File: config.mk
export PLATFORM = sky130hd
export DESIGN_NAME = uart_host_cmd_seq
export DESIGN_NICKNAME = d
export VERILOG_FILES = /design/src/rtl/uart_host_pkg.sv /design/src/rtl/host_rsp_timer.sv /design/src/rtl/uart_host_cmd_seq.sv
export SDC_FILE = /design/constraint.sdc
export NUM_CORES = 1
export LEC_CHECK = 0
export BUFFER_PORTS_ARGS = -buffer_cell sky130_fd_sc_hd__buf_2
export CAP_MARGIN = 20
export CORE_ASPECT_RATIO = 2
export CORE_MARGIN = 4
export CORE_UTILIZATION = 55
export CTS_CLUSTER_SIZE = 30
export DETAILED_ROUTE_END_ITERATION = 12
export PLACE_DENSITY = 0.83
export SLEW_MARGIN = 40
export SYNTH_ARGS = -nofsm -noshare
export SYNTH_HDL_FRONTEND = slang
export SYNTH_SLANG_ARGS = --single-unit
File: constraint.sdc
create_clock -name CLK -period 3.5 [get_ports CLK]
set_input_delay 0.35 -clock CLK [delete_from_list [all_inputs] [get_ports CLK]]
set_output_delay 0.35 -clock CLK [all_outputs]
set_load 0.01 [all_outputs]
File: src/rtl/uart_host_pkg.sv
// Shared definitions for the host-side UART command sequencer.
//   - cmd_type encodings and sequencer state encoding
//   - frame opcodes placed in byte 0 of every command frame
//   - frame-length and response-length lookup functions
package uart_host_pkg;

    typedef enum logic [1:0] {
        CMD_RF_WR   = 2'd0,
        CMD_RF_RD   = 2'd1,
        CMD_ALU_OP  = 2'd2,
        CMD_ALU_NOP = 2'd3
    } cmd_type_e;

    typedef enum logic [1:0] {
        IDLE     = 2'd0,
        SEND     = 2'd1,
        WAIT_RSP = 2'd2,
        DONE     = 2'd3
    } state_e;

    localparam logic [7:0] OPC_RF_WR   = 8'hAA;
    localparam logic [7:0] OPC_RF_RD   = 8'hBB;
    localparam logic [7:0] OPC_ALU_OP  = 8'hCC;
    localparam logic [7:0] OPC_ALU_NOP = 8'hDD;

    // Index of the final byte of a command frame (frame length - 1).
    function automatic logic [1:0] frame_last_idx(cmd_type_e t);
        case (t)
            CMD_RF_WR:  return 2'd2;
            CMD_RF_RD:  return 2'd1;
            CMD_ALU_OP: return 2'd3;
            default:    return 2'd1;
        endcase
    endfunction

    // Number of response bytes the far end returns for a command.
    function automatic int rsp_len(cmd_type_e t, int rsp_bytes);
        case (t)
            CMD_RF_WR: return 0;
            CMD_RF_RD: return 1;
            default:   return rsp_bytes;
        endcase
    endfunction

endpackage

File: src/rtl/host_rsp_timer.sv
// Response inter-byte timer for the host command sequencer.
// Ports:
//   clk, rst   clock, synchronous active-high reset
//   run        high while the sequencer waits for response bytes
//   rx_strobe  response byte arrived this cycle (restarts the count)
//   tc         terminal count: the wait has run out
module host_rsp_timer #(
    parameter int TIMEOUT_CYCLES = 65535
) (
    input  logic clk,
    input  logic rst,
    input  logic run,
    input  logic rx_strobe,
    output logic tc
);

    // The strobe cycle itself counts as cycle 0 of the gap, so the first
    // silent cycle sees 1; tc is raised one cycle early so the completion
    // cycle lands exactly TIMEOUT_CYCLES cycles after the last byte.
    localparam logic [15:0] TC_VAL = 16'(TIMEOUT_CYCLES - 1);

    logic [15:0] cnt_q;

    always_ff @(posedge clk) begin
        if (rst || !run) begin
            cnt_q <= '0;
        end else if (rx_strobe) begin
            cnt_q <= 16'd1;
        end else if (cnt_q != 16'hFFFF) begin
            cnt_q <= cnt_q + 16'd1;
        end
    end

    assign tc = run && !rx_strobe && (cnt_q >= TC_VAL);

endmodule

File: src/rtl/uart_host_cmd_seq.sv
// Host-side command sequencer: accepts one command, streams its frame bytes
// to a UART TX byte adapter and gathers the response bytes from a UART RX
// byte adapter, then pulses rsp_valid.
// Ports:
//   CLK, RST                   clock, synchronous active-high reset
//   cmd_valid/cmd_ready        command handshake (ready only in IDLE)
//   cmd_type/addr/data/op_b/fun command fields, latched on accept
//   tx_byte/tx_valid/tx_ready  frame byte stream to UART TX
//   rx_byte/rx_valid           response byte strobe from UART RX
//   rsp_valid                  one-cycle completion pulse
//   rsp_data                   response bytes, LSB-first, zero-padded
//   rsp_timeout                response ended by timeout (partial data)
//   rx_unexpected              pulse: rx byte arrived while not expected
//   busy                       ~cmd_ready
// Optional feature: define HOST_RSP_TIMEOUT_EN to enable the response
// timeout; otherwise WAIT_RSP waits indefinitely and rsp_timeout is 0.
module uart_host_cmd_seq
    import uart_host_pkg::*;
#(
    parameter int ADDR_WIDTH     = 4,
    parameter int RSP_BYTES      = 2,
    parameter int TIMEOUT_CYCLES = 65535
) (
    input  logic                   CLK,
    input  logic                   RST,
    input  logic                   cmd_valid,
    output logic                   cmd_ready,
    input  logic [1:0]             cmd_type,
    input  logic [ADDR_WIDTH-1:0]  cmd_addr,
    input  logic [7:0]             cmd_data,
    input  logic [7:0]             cmd_op_b,
    input  logic [3:0]             cmd_fun,
    output logic [7:0]             tx_byte,
    output logic                   tx_valid,
    input  logic                   tx_ready,
    input  logic [7:0]             rx_byte,
    input  logic                   rx_valid,
    output logic                   rsp_valid,
    output logic [8*RSP_BYTES-1:0] rsp_data,
    output logic                   rsp_timeout,
    output logic                   rx_unexpected,
    output logic                   busy
);

    localparam int RX_IDX_W = $clog2(RSP_BYTES + 1);

    state_e                  state_q, state_d;
    cmd_type_e               type_q;
    logic [ADDR_WIDTH-1:0]   addr_q;
    logic [7:0]              data_q, op_b_q;
    logic [3:0]              fun_q;
    logic [1:0]              tx_idx_q;
    logic [RX_IDX_W-1:0]     rx_idx_q, rx_idx_inc, rsp_len_q;
    logic [8*RSP_BYTES-1:0]  rsp_data_q;
    logic                    rx_unexpected_q;
    logic                    accept, tx_hs, tx_last, rx_store, timeout_hit;
    logic [7:0]              frame_byte;

    assign cmd_ready     = (state_q == IDLE) && !RST;
    assign busy          = ~cmd_ready;
    assign accept        = cmd_valid && cmd_ready;
    assign tx_valid      = (state_q == SEND);
    assign tx_hs         = tx_valid && tx_ready;
    assign tx_last       = (tx_idx_q == frame_last_idx(type_q));
    assign tx_byte       = tx_valid ? frame_byte : 8'h00;
    assign rx_idx_inc    = rx_idx_q + RX_IDX_W'(1);
    assign rsp_valid     = (state_q == DONE);
    assign rsp_data      = rsp_data_q;
    assign rx_unexpected = rx_unexpected_q;

    // A byte that lands on the final tx handshake already belongs to the
    // response, as long as this command expects one.
    assign rx_store = rx_valid &&
                      ((state_q == WAIT_RSP) ||
                       ((state_q == SEND) && tx_hs && tx_last && (rsp_len_q != '0)));

`ifdef HOST_RSP_TIMEOUT_EN
    logic rsp_tc;
    logic rsp_timeout_q;

    host_rsp_timer #(
        .TIMEOUT_CYCLES(TIMEOUT_CYCLES)
    ) u_rsp_timer (
        .clk       (CLK),
        .rst       (RST),
        .run       (state_q == WAIT_RSP),
        .rx_strobe (rx_valid),
        .tc        (rsp_tc)
    );

    assign timeout_hit = (state_q == WAIT_RSP) && rsp_tc;

    always_ff @(posedge CLK) begin
        if (RST) begin
            rsp_timeout_q <= 1'b0;
        end else if (accept) begin
            rsp_timeout_q <= 1'b0;
        end else if (timeout_hit) begin
            rsp_timeout_q <= 1'b1;
        end
    end

    assign rsp_timeout = rsp_timeout_q;
`else
    localparam int unused_timeout_cycles = TIMEOUT_CYCLES;
    assign timeout_hit = 1'b0;
    assign rsp_timeout = 1'b0;
`endif

    always_comb begin
        frame_byte = 8'h00;
        case (type_q)
            CMD_RF_WR: begin
                case (tx_idx_q)
                    2'd0:    frame_byte = OPC_RF_WR;
                    2'd1:    frame_byte = 8'(addr_q);
                    default: frame_byte = data_q;
                endcase
            end
            CMD_RF_RD:
                frame_byte = (tx_idx_q == 2'd0) ? OPC_RF_RD : 8'(addr_q);
            CMD_ALU_OP: begin
                case (tx_idx_q)
                    2'd0:    frame_byte = OPC_ALU_OP;
                    2'd1:    frame_byte = data_q;
                    2'd2:    frame_byte = op_b_q;
                    default: frame_byte = {4'h0, fun_q};
                endcase
            end
            default:
                frame_byte = (tx_idx_q == 2'd0) ? OPC_ALU_NOP : {4'h0, fun_q};
        endcase
    end

    always_ff @(posedge CLK) begin
        if (RST) begin
            state_q <= IDLE;
        end else begin
            state_q <= state_d;
        end
    end

    always_comb begin
        state_d = state_q;
        case (state_q)
            IDLE: begin
                if (accept) state_d = SEND;
            end
            SEND: begin
                if (tx_hs && tx_last) begin
                    if ((rsp_len_q == '0) ||
                        (rx_valid && (rsp_len_q == RX_IDX_W'(1)))) begin
                        state_d = DONE;
                    end else begin
                        state_d = WAIT_RSP;
                    end
                end
            end
            WAIT_RSP: begin
                if (rx_valid) begin
                    if (rx_idx_inc == rsp_len_q) state_d = DONE;
                end else if (timeout_hit) begin
                    state_d = DONE;
                end
            end
            default: state_d = IDLE;
        endcase
    end

    // Command fields are plain data: captured on accept, never reset.
    always_ff @(posedge CLK) begin
        if (accept) begin
            type_q <= cmd_type_e'(cmd_type);
            addr_q <= cmd_addr;
            data_q <= cmd_data;
            op_b_q <= cmd_op_b;
            fun_q  <= cmd_fun;
        end
    end

    always_ff @(posedge CLK) begin
        if (RST) begin
            tx_idx_q        <= '0;
            rx_idx_q        <= '0;
            rsp_len_q       <= '0;
            rsp_data_q      <= '0;
            rx_unexpected_q <= 1'b0;
        end else begin
            rx_unexpected_q <= rx_valid && !rx_store;
            if (accept) begin
                tx_idx_q   <= '0;
                rx_idx_q   <= '0;
                rsp_len_q  <= RX_IDX_W'(rsp_len(cmd_type_e'(cmd_type), RSP_BYTES));
                rsp_data_q <= '0;
            end else begin
                if (tx_hs && !tx_last) tx_idx_q <= tx_idx_q + 2'd1;
                if (rx_store) begin
                    rsp_data_q[8*rx_idx_q +: 8] <= rx_byte;
                    rx_idx_q                    <= rx_idx_inc;
                end
            end
        end
    end

endmodule

---- Word-level counts from Yosys, hierarchy flattened ----
Cells that the tools add are included.
word-level totals
  register bits after elaboration ......... 51
  output and inout bits ................... 30
  word-level logic and storage cells ...... 71
cells by class
  $add $sub $neg .......................... 3
  equality and inequality tests ........... 15
  shifts and indexed selects .............. 2
  multiplexer cells ....................... 15
  bitwise operators ....................... 1
  reduce and logical (&&, ||, !) cells .... 24
operator list
  operator                   number
  $pmux W8 S3                2
  $neg A5 Y34                1
  $shift A8 B34 Y16 const A  1
  $shiftx A8 B34 Y16         1
  $mux W8                    3
  $bwmux W16                 1
  $pmux W8 S2                1
  $logic_and A1 B1 Y1        11
  $eq A2 B1 Y1 const B       5
  $logic_not A2 Y1           5
  $eq A2 B2 Y1 const B       4
  $mux W2                    4
  $pmux W2 S2                2
  $pmux W2 S3                1
  $add A2 B1 Y2 const B      2
  $eq A2 B2 Y1               2
  $ne A2 B1 Y1 const B       2
  $ne A2 B2 Y1 const B       2
  $reduce_and A4 Y1          1
  $logic_not A1 Y1           3
  $logic_or A1 B1 Y1         2
  $reduce_bool A2 Y1         1
  $reduce_or A2 Y1           1
  $mux W1                    1
  $not A1 Y1                 1

---- Longest topological paths before layout ----
  depth in word-level cells ............... 9
  gate-level depth with buffers ........... 7
  mapped depth without buffers ............ 6

---- Least setup slack after synthesis ----
Ideal clock, no wire load.
  path kind ............................... register to output
  start ................................... reg tx_idx_q[0]
  end ..................................... out tx_byte[0]
  arrival time ............................ 1,912 ps
  required time ........................... 3,150 ps
  setup slack ............................. 1,238 ps
  stages on the path, launching flop included .. 8
  cells stage by stage .................... dfxtp_1 -> inv_1 -> ha_1 -> clkbuf_1 -> or4b_2 -> nand3_1 -> nand2_1 -> a21oi_1
on the way
  longest elaborated chain between the ends .. 4
RTL lines
  element                               line                      RTL
  start, declared                       uart_host_cmd_seq.sv:52   logic [1:0] tx_idx_q;
  start signal, assigned                uart_host_cmd_seq.sv:196  if (tx_hs && !tx_last) tx_idx_q <= tx_idx_q + 2'd1;
  $eq A2 B2 Y1 (tied with other cells)  uart_host_cmd_seq.sv:123  case (tx_idx_q)
  $pmux W8 S3 (tied with other cells)   uart_host_cmd_seq.sv:123
  $pmux W8 S3 (*)                       uart_host_cmd_seq.sv:112  case (type_q)
  $mux W8 (*)                           uart_host_cmd_seq.sv:65   assign tx_byte = tx_valid ? frame_byte : 8'h00;
  end, declared                         uart_host_cmd_seq.sv:33   output logic [7:0] tx_byte,
Mark *: on every way between the ends. The rest lies on a longest branch, timed or not.

---- Worst setup path in the final report ----
  start ................................... reg tx_idx_q[1]
  end ..................................... out tx_byte[0]
The elaborated chain is that of the path after synthesis.

==> tab_implementation.tex <==
\begin{tabular}{lr}
\hline
Metric & Value \\
\hline
\multicolumn{2}{l}{\textbf{Run status}} \\
\quad Run status & completed \\
\multicolumn{2}{l}{\textbf{Global routing}} \\
\quad Met2 Track Usage GR & 39.16\% \\
\quad Grt total ovfl & 0 \\
\quad Tot GR Track Use & 19.95\% \\
\quad GR met3 Demand/Resource & 3.799\% \\
\quad Largest net degree at the start of global routing & 27 \\
\quad Number of antenna violations at the first check in global routing & 0 \\
\quad Wire length of the first global-routing pass & 9.535 mm \\
\quad Most used routing layer & met2 \\
\quad Via count of the first global-routing pass & 2167 \\
\quad GRT met1 Usage & 18.77\% \\
\multicolumn{2}{l}{\textbf{Logic synthesis}} \\
\quad Synthesized netlist net count & 297 \\
\quad Simple-gate share of the synthesized area & 16.40\% \\
\quad Synthesized area & 0.002609 mm² \\
\quad Cell with the most instances after synthesis & sky130\_fd\_sc\_hd\_\_nand2\_1 \\
\quad Multiplexer fraction of the synthesized cell area & 8.537\% \\
\quad Warnings from Yosys & 0 \\
\quad Seq/Total Area, Yosys & 49.11\% \\
\quad Synth cell types & 54 \\
\quad Commonest cells in the synthesized netlist & sky130\_fd\_sc\_hd\_\_nand2\_1 (44), sky130\_fd\_sc\_hd\_\_edfxtp\_1 (26), sky130\_fd\_sc\_hd\_\_dfxtp\_1 (25) \\
\quad Post-synthesis async set-or-reset flop share & 0\% \\
\quad Adder and majority cell fraction of the synthesized area & 5.755\% \\
\quad Dominant cells by area after synthesis & sky130\_fd\_sc\_hd\_\_edfxtp\_1 (30\%), sky130\_fd\_sc\_hd\_\_dfxtp\_1 (19\%), sky130\_fd\_sc\_hd\_\_mux2i\_1 (7.7\%) \\
\quad Primary flip-flop cell chosen by synthesis mapping & sky130\_fd\_sc\_hd\_\_edfxtp\_1 \\
\quad Synthesized-area fraction occupied by ao, oa, aoi and oai cells & 15.11\% \\
\quad Post-synthesis register bit count & 51 \\
\quad Area share of xor/xnor cells in the synthesized design & 1.007\% \\
\quad Cells after synthesis & 246 \\
\quad Average footprint of a synthesized cell & 10.60 µm² \\
\quad Count of flip-flops with a built-in enable after synthesis & 26 \\
\quad Area fraction of the dominant cell type after synthesis & 29.93\% \\
\quad Combinational family with the most area after synthesis & simple AND/OR/NAND/NOR gates \\
\quad Cell taking the most area after synthesis & sky130\_fd\_sc\_hd\_\_edfxtp\_1 \\
\multicolumn{2}{l}{\textbf{Power}} \\
\quad Power density over cell area & 501.2 mW/mm² \\
\quad Overall power consumption & 1539 µW \\
\quad Sequential Power Share & 48.2\% \\
\quad Share of total power in combinational logic & 25.5\% \\
\quad Maximum VDD drop & 0.0004476 V \\
\quad Switch Pwr & 470.1 µW \\
\quad Internal portion of total power & 1069 µW \\
\quad Leakage component of the power & 0.001341 µW \\
\quad Switching share of total power & 30.55\% \\
\quad Clock share of power & 26.3\% \\
\multicolumn{2}{l}{\textbf{Critical path}} \\
\quad Reg2Reg Capture Point & rsp\_data[12] \\
\quad Maximum net fanout on the critical path & 15 \\
\quad Capture point of the critical path & tx\_byte[0] \\
\quad Worst setup startpoint & tx\_idx\_q[1] \\
\quad Type of the worst setup path & flop to output pin \\
\quad Kind of launch point of the worst setup path & flop \\
\quad Arrival @ worst endpoint & 2.50 ns \\
\quad Reg2reg start & type\_q[0] \\
\quad Endpoint type of the worst setup path & output pin \\
\quad Worst setup slack for register-to-register paths & 1.34 ns \\
\quad Worst reg-to-reg path cell count & 4 \\
\quad Crit path required time & 3.15 ns \\
\multicolumn{2}{l}{\textbf{STA}} \\
\quad Max-slew violation total from the final report & 0 \\
\quad Period utilisation layout & 81.31\% \\
\quad Headroom to the max-slew limit & 50.63\% \\
\quad Worst clock skew & 0.006260 ns \\
\quad RSZ-0062 raised after global routing & no \\
\quad Final setup violation count & 0 \\
\quad Final period demand of the worst path & 2.846 ns \\
\quad Worst Max-Slew Pin Slew & 0.7387 ns \\
\quad Final hold violations & 0 \\
\quad Highest attainable clock frequency & 351.4 MHz \\
\quad Fin Setup TNS & 0 ns \\
\multicolumn{2}{l}{\textbf{Drt}} \\
\quad Detailed-router iteration count before antenna repair & 4 \\
\quad Routed length per instance & 15.94 µm \\
\quad Number of vias per cell after detailed routing & 5.747 \\
\quad Count of antenna-violating nets left after detailed routing & 0 \\
\quad Final routed wirelength across all metal layers & 5.788 mm \\
\quad Routed vias & 2086 \\
\quad 1st-iter DRT viols & 77 \\
\quad Number of remaining DRC errors & 0 \\
\multicolumn{2}{l}{\textbf{Clock tree}} \\
\quad Count of H-tree levels built during CTS & 2 \\
\quad Clock sinks & 51 \\
\quad Post-cts gate resize count & 0 \\
\quad CTS tree & built \\
\quad Root buffer selected by CTS & sky130\_fd\_sc\_hd\_\_clkbuf\_8 \\
\quad Post-CTS Setup Repair Bufs & 0 \\
\quad Number of clock buffers inserted by TritonCTS & 5 \\
\quad Later-pin clock latency in the skew report & 0.30 ns \\
\quad Clock transition at the registers of the reported paths & 0.09 ns \\
\quad Number of hold-repair buffers added at the cts stage & 0 \\
\quad Clk buf depth & 2 \\
\multicolumn{2}{l}{\textbf{Final layout}} \\
\quad Antenna cell count & 0 \\
\quad Number of nets in the layout & 358 \\
\quad Area growth, synth to finish & 17.70\% \\
\quad Fraction of final layout cells sized beyond drive strength 1 & 29.55\% \\
\quad Non-filler cells, final & 363 \\
\quad Area of all placed cells without fillers & 0.003070 mm² \\
\multicolumn{2}{l}{\textbf{Floorplan}} \\
\quad Die height & 105.4 µm \\
\quad Die Area & 0.005976 mm² \\
\quad Starting Density & 56.73\% \\
\quad Area of the core & 0.004598 mm² \\
\quad Die width & 56.70 µm \\
\quad Standard-cell row count & 35 \\
\quad IO Pins & 69 \\
\multicolumn{2}{l}{\textbf{Run}} \\
\quad Max Cap Viol & 0 \\
\multicolumn{2}{l}{\textbf{Placed design}} \\
\quad Placed Cells incl. Taps & 355 \\
\quad Final weighted congestion in routability-driven placement & 0.8711 \\
\quad Instance area after placement & 0.002959 mm² \\
\quad Final HPWL from detailed placement & 4.446 mm \\
\quad Number of I/O port buffers & 67 \\
\multicolumn{2}{l}{\textbf{Worst hold path}} \\
\quad Worst min path class & primary input to flop \\
\hline
\end{tabular}
## per-layer routing
layer / vias up / part of all wire (%) / wire length, µm
li1: 1015 / - / -
met1: 999 / 35 / 2013
met2: 60 / 59 / 3432
met3: 12 / 3.7 / 214
met4: 0 / 2.2 / 127
met5: - / 0 / 0
## cell type report
cell class	instances	area [µm²]
clock buffer	5	68.82
multi-input combinational	170	1225
fill	381	1528
sequential	51	1281
tap	55	68.82
inverter	11	41.29
timing repair buffer	68	342.8
clock inverter	3	42.54
## worst min-delay path by stage
| stage | startpoint | end | slack [ns] | depth (start not counted) |
|---|---|---|---|---|
| after floorplan | RST | rsp_len_q[0] | 0.42 | 1 |
| after global placement | rsp_data[8] | rsp_data[8] | 0.44 | 2 |
| after detailed placement | rsp_data[9] | rsp_data[9] | 0.45 | 2 |
| after CTS | cmd_data[4] | data_q[4] | 0.21 | 1 |
| after global routing | cmd_fun[1] | fun_q[1] | 0.20 | 1 |
| final | cmd_fun[1] | fun_q[1] | 0.22 | 1 |
## sequential cells by signal, summed over array words and instances (netlist names), 2 cells and up
signal / count
fun_q: 4
rsp_data: 16
addr_q: 4
tx_idx_q: 2
op_b_q: 8
rsp_len_q: 2
type_q: 2
rx_idx_q: 2
state_q: 2
data_q: 8
## cells by family after synthesis
group                    after synthesis
AO/OA/AOI/OAI                         51
XOR/XNOR                               3
adder cells (fa/ha/maj)               12
buffers and inverters                 25
flip-flops                            51
multiplexers                          22
other                                  1
AND/OR/NAND/NOR                       81
## critical path, stage by stage, from the launching register on
cell,delay [ns]
sky130_fd_sc_hd__dfxtp_1,0.51
sky130_fd_sc_hd__inv_1,0.13
sky130_fd_sc_hd__ha_1,0.38
sky130_fd_sc_hd__or4b_2,0.75
sky130_fd_sc_hd__nand3_1,0.11
sky130_fd_sc_hd__nand2_1,0.05
sky130_fd_sc_hd__a21oi_1,0.13
sky130_fd_sc_hd__buf_2,0.15
## stage by stage
step | hold slack (ns) | utilization (%) | setup WS [ns]
2_1_floorplan | 0.4191 | - | 1.238
5_1_grt | 0.2018 | 66.78 | 0.5091
6_report | 0.2184 | 66.78 | 0.6542
4_1_cts | 0.2071 | 66.78 | 0.6523
3_3_place_gp | 0.4448 | 64.35 | 1.124
3_5_place_dp | 0.4531 | 64.35 | 1.021
## power groups by stage
stage,sequential (µW),combinational [µW],clock [µW]
finish,742,393,404
global route,748,434,438
CTS,741,394,420
detailed placement,755,391,0
global placement,753,383,0
floorplan,734,282,0
## placed cells by master (no fill, tap or decap), types with 2 or more instances in the layout
| master | instances |
|---|---|
| sky130_fd_sc_hd__dfxtp_1 | 25 |
| sky130_fd_sc_hd__nor4_1 | 2 |
| sky130_fd_sc_hd__xnor2_1 | 2 |
| sky130_fd_sc_hd__o211a_1 | 2 |
| sky130_fd_sc_hd__a31oi_1 | 2 |
| sky130_fd_sc_hd__nand2_1 | 44 |
| sky130_fd_sc_hd__o21ai_0 | 9 |
| sky130_fd_sc_hd__mux2i_1 | 20 |
| sky130_fd_sc_hd__nor3_1 | 2 |
| sky130_fd_sc_hd__ha_1 | 12 |
| sky130_fd_sc_hd__mux2_2 | 2 |
| sky130_fd_sc_hd__nand2b_1 | 2 |
| sky130_fd_sc_hd__nand4b_1 | 2 |
| sky130_fd_sc_hd__inv_1 | 10 |
| sky130_fd_sc_hd__a21oi_1 | 12 |
| sky130_fd_sc_hd__o31ai_1 | 3 |
| sky130_fd_sc_hd__nand3b_1 | 3 |
| sky130_fd_sc_hd__nor4b_2 | 2 |
| sky130_fd_sc_hd__a221o_1 | 2 |
| sky130_fd_sc_hd__nor2_1 | 7 |
| sky130_fd_sc_hd__o22ai_1 | 2 |
| sky130_fd_sc_hd__a22oi_1 | 3 |
| sky130_fd_sc_hd__edfxtp_1 | 26 |
| sky130_fd_sc_hd__and3_1 | 2 |
| sky130_fd_sc_hd__buf_2 | 67 |
| sky130_fd_sc_hd__or3_1 | 2 |
| sky130_fd_sc_hd__clkbuf_8 | 5 |
| sky130_fd_sc_hd__o211ai_4 | 2 |
| sky130_fd_sc_hd__nand3_1 | 2 |
| sky130_fd_sc_hd__nor2b_1 | 5 |
No activity file was read; power rests on OpenSTA's default activity.
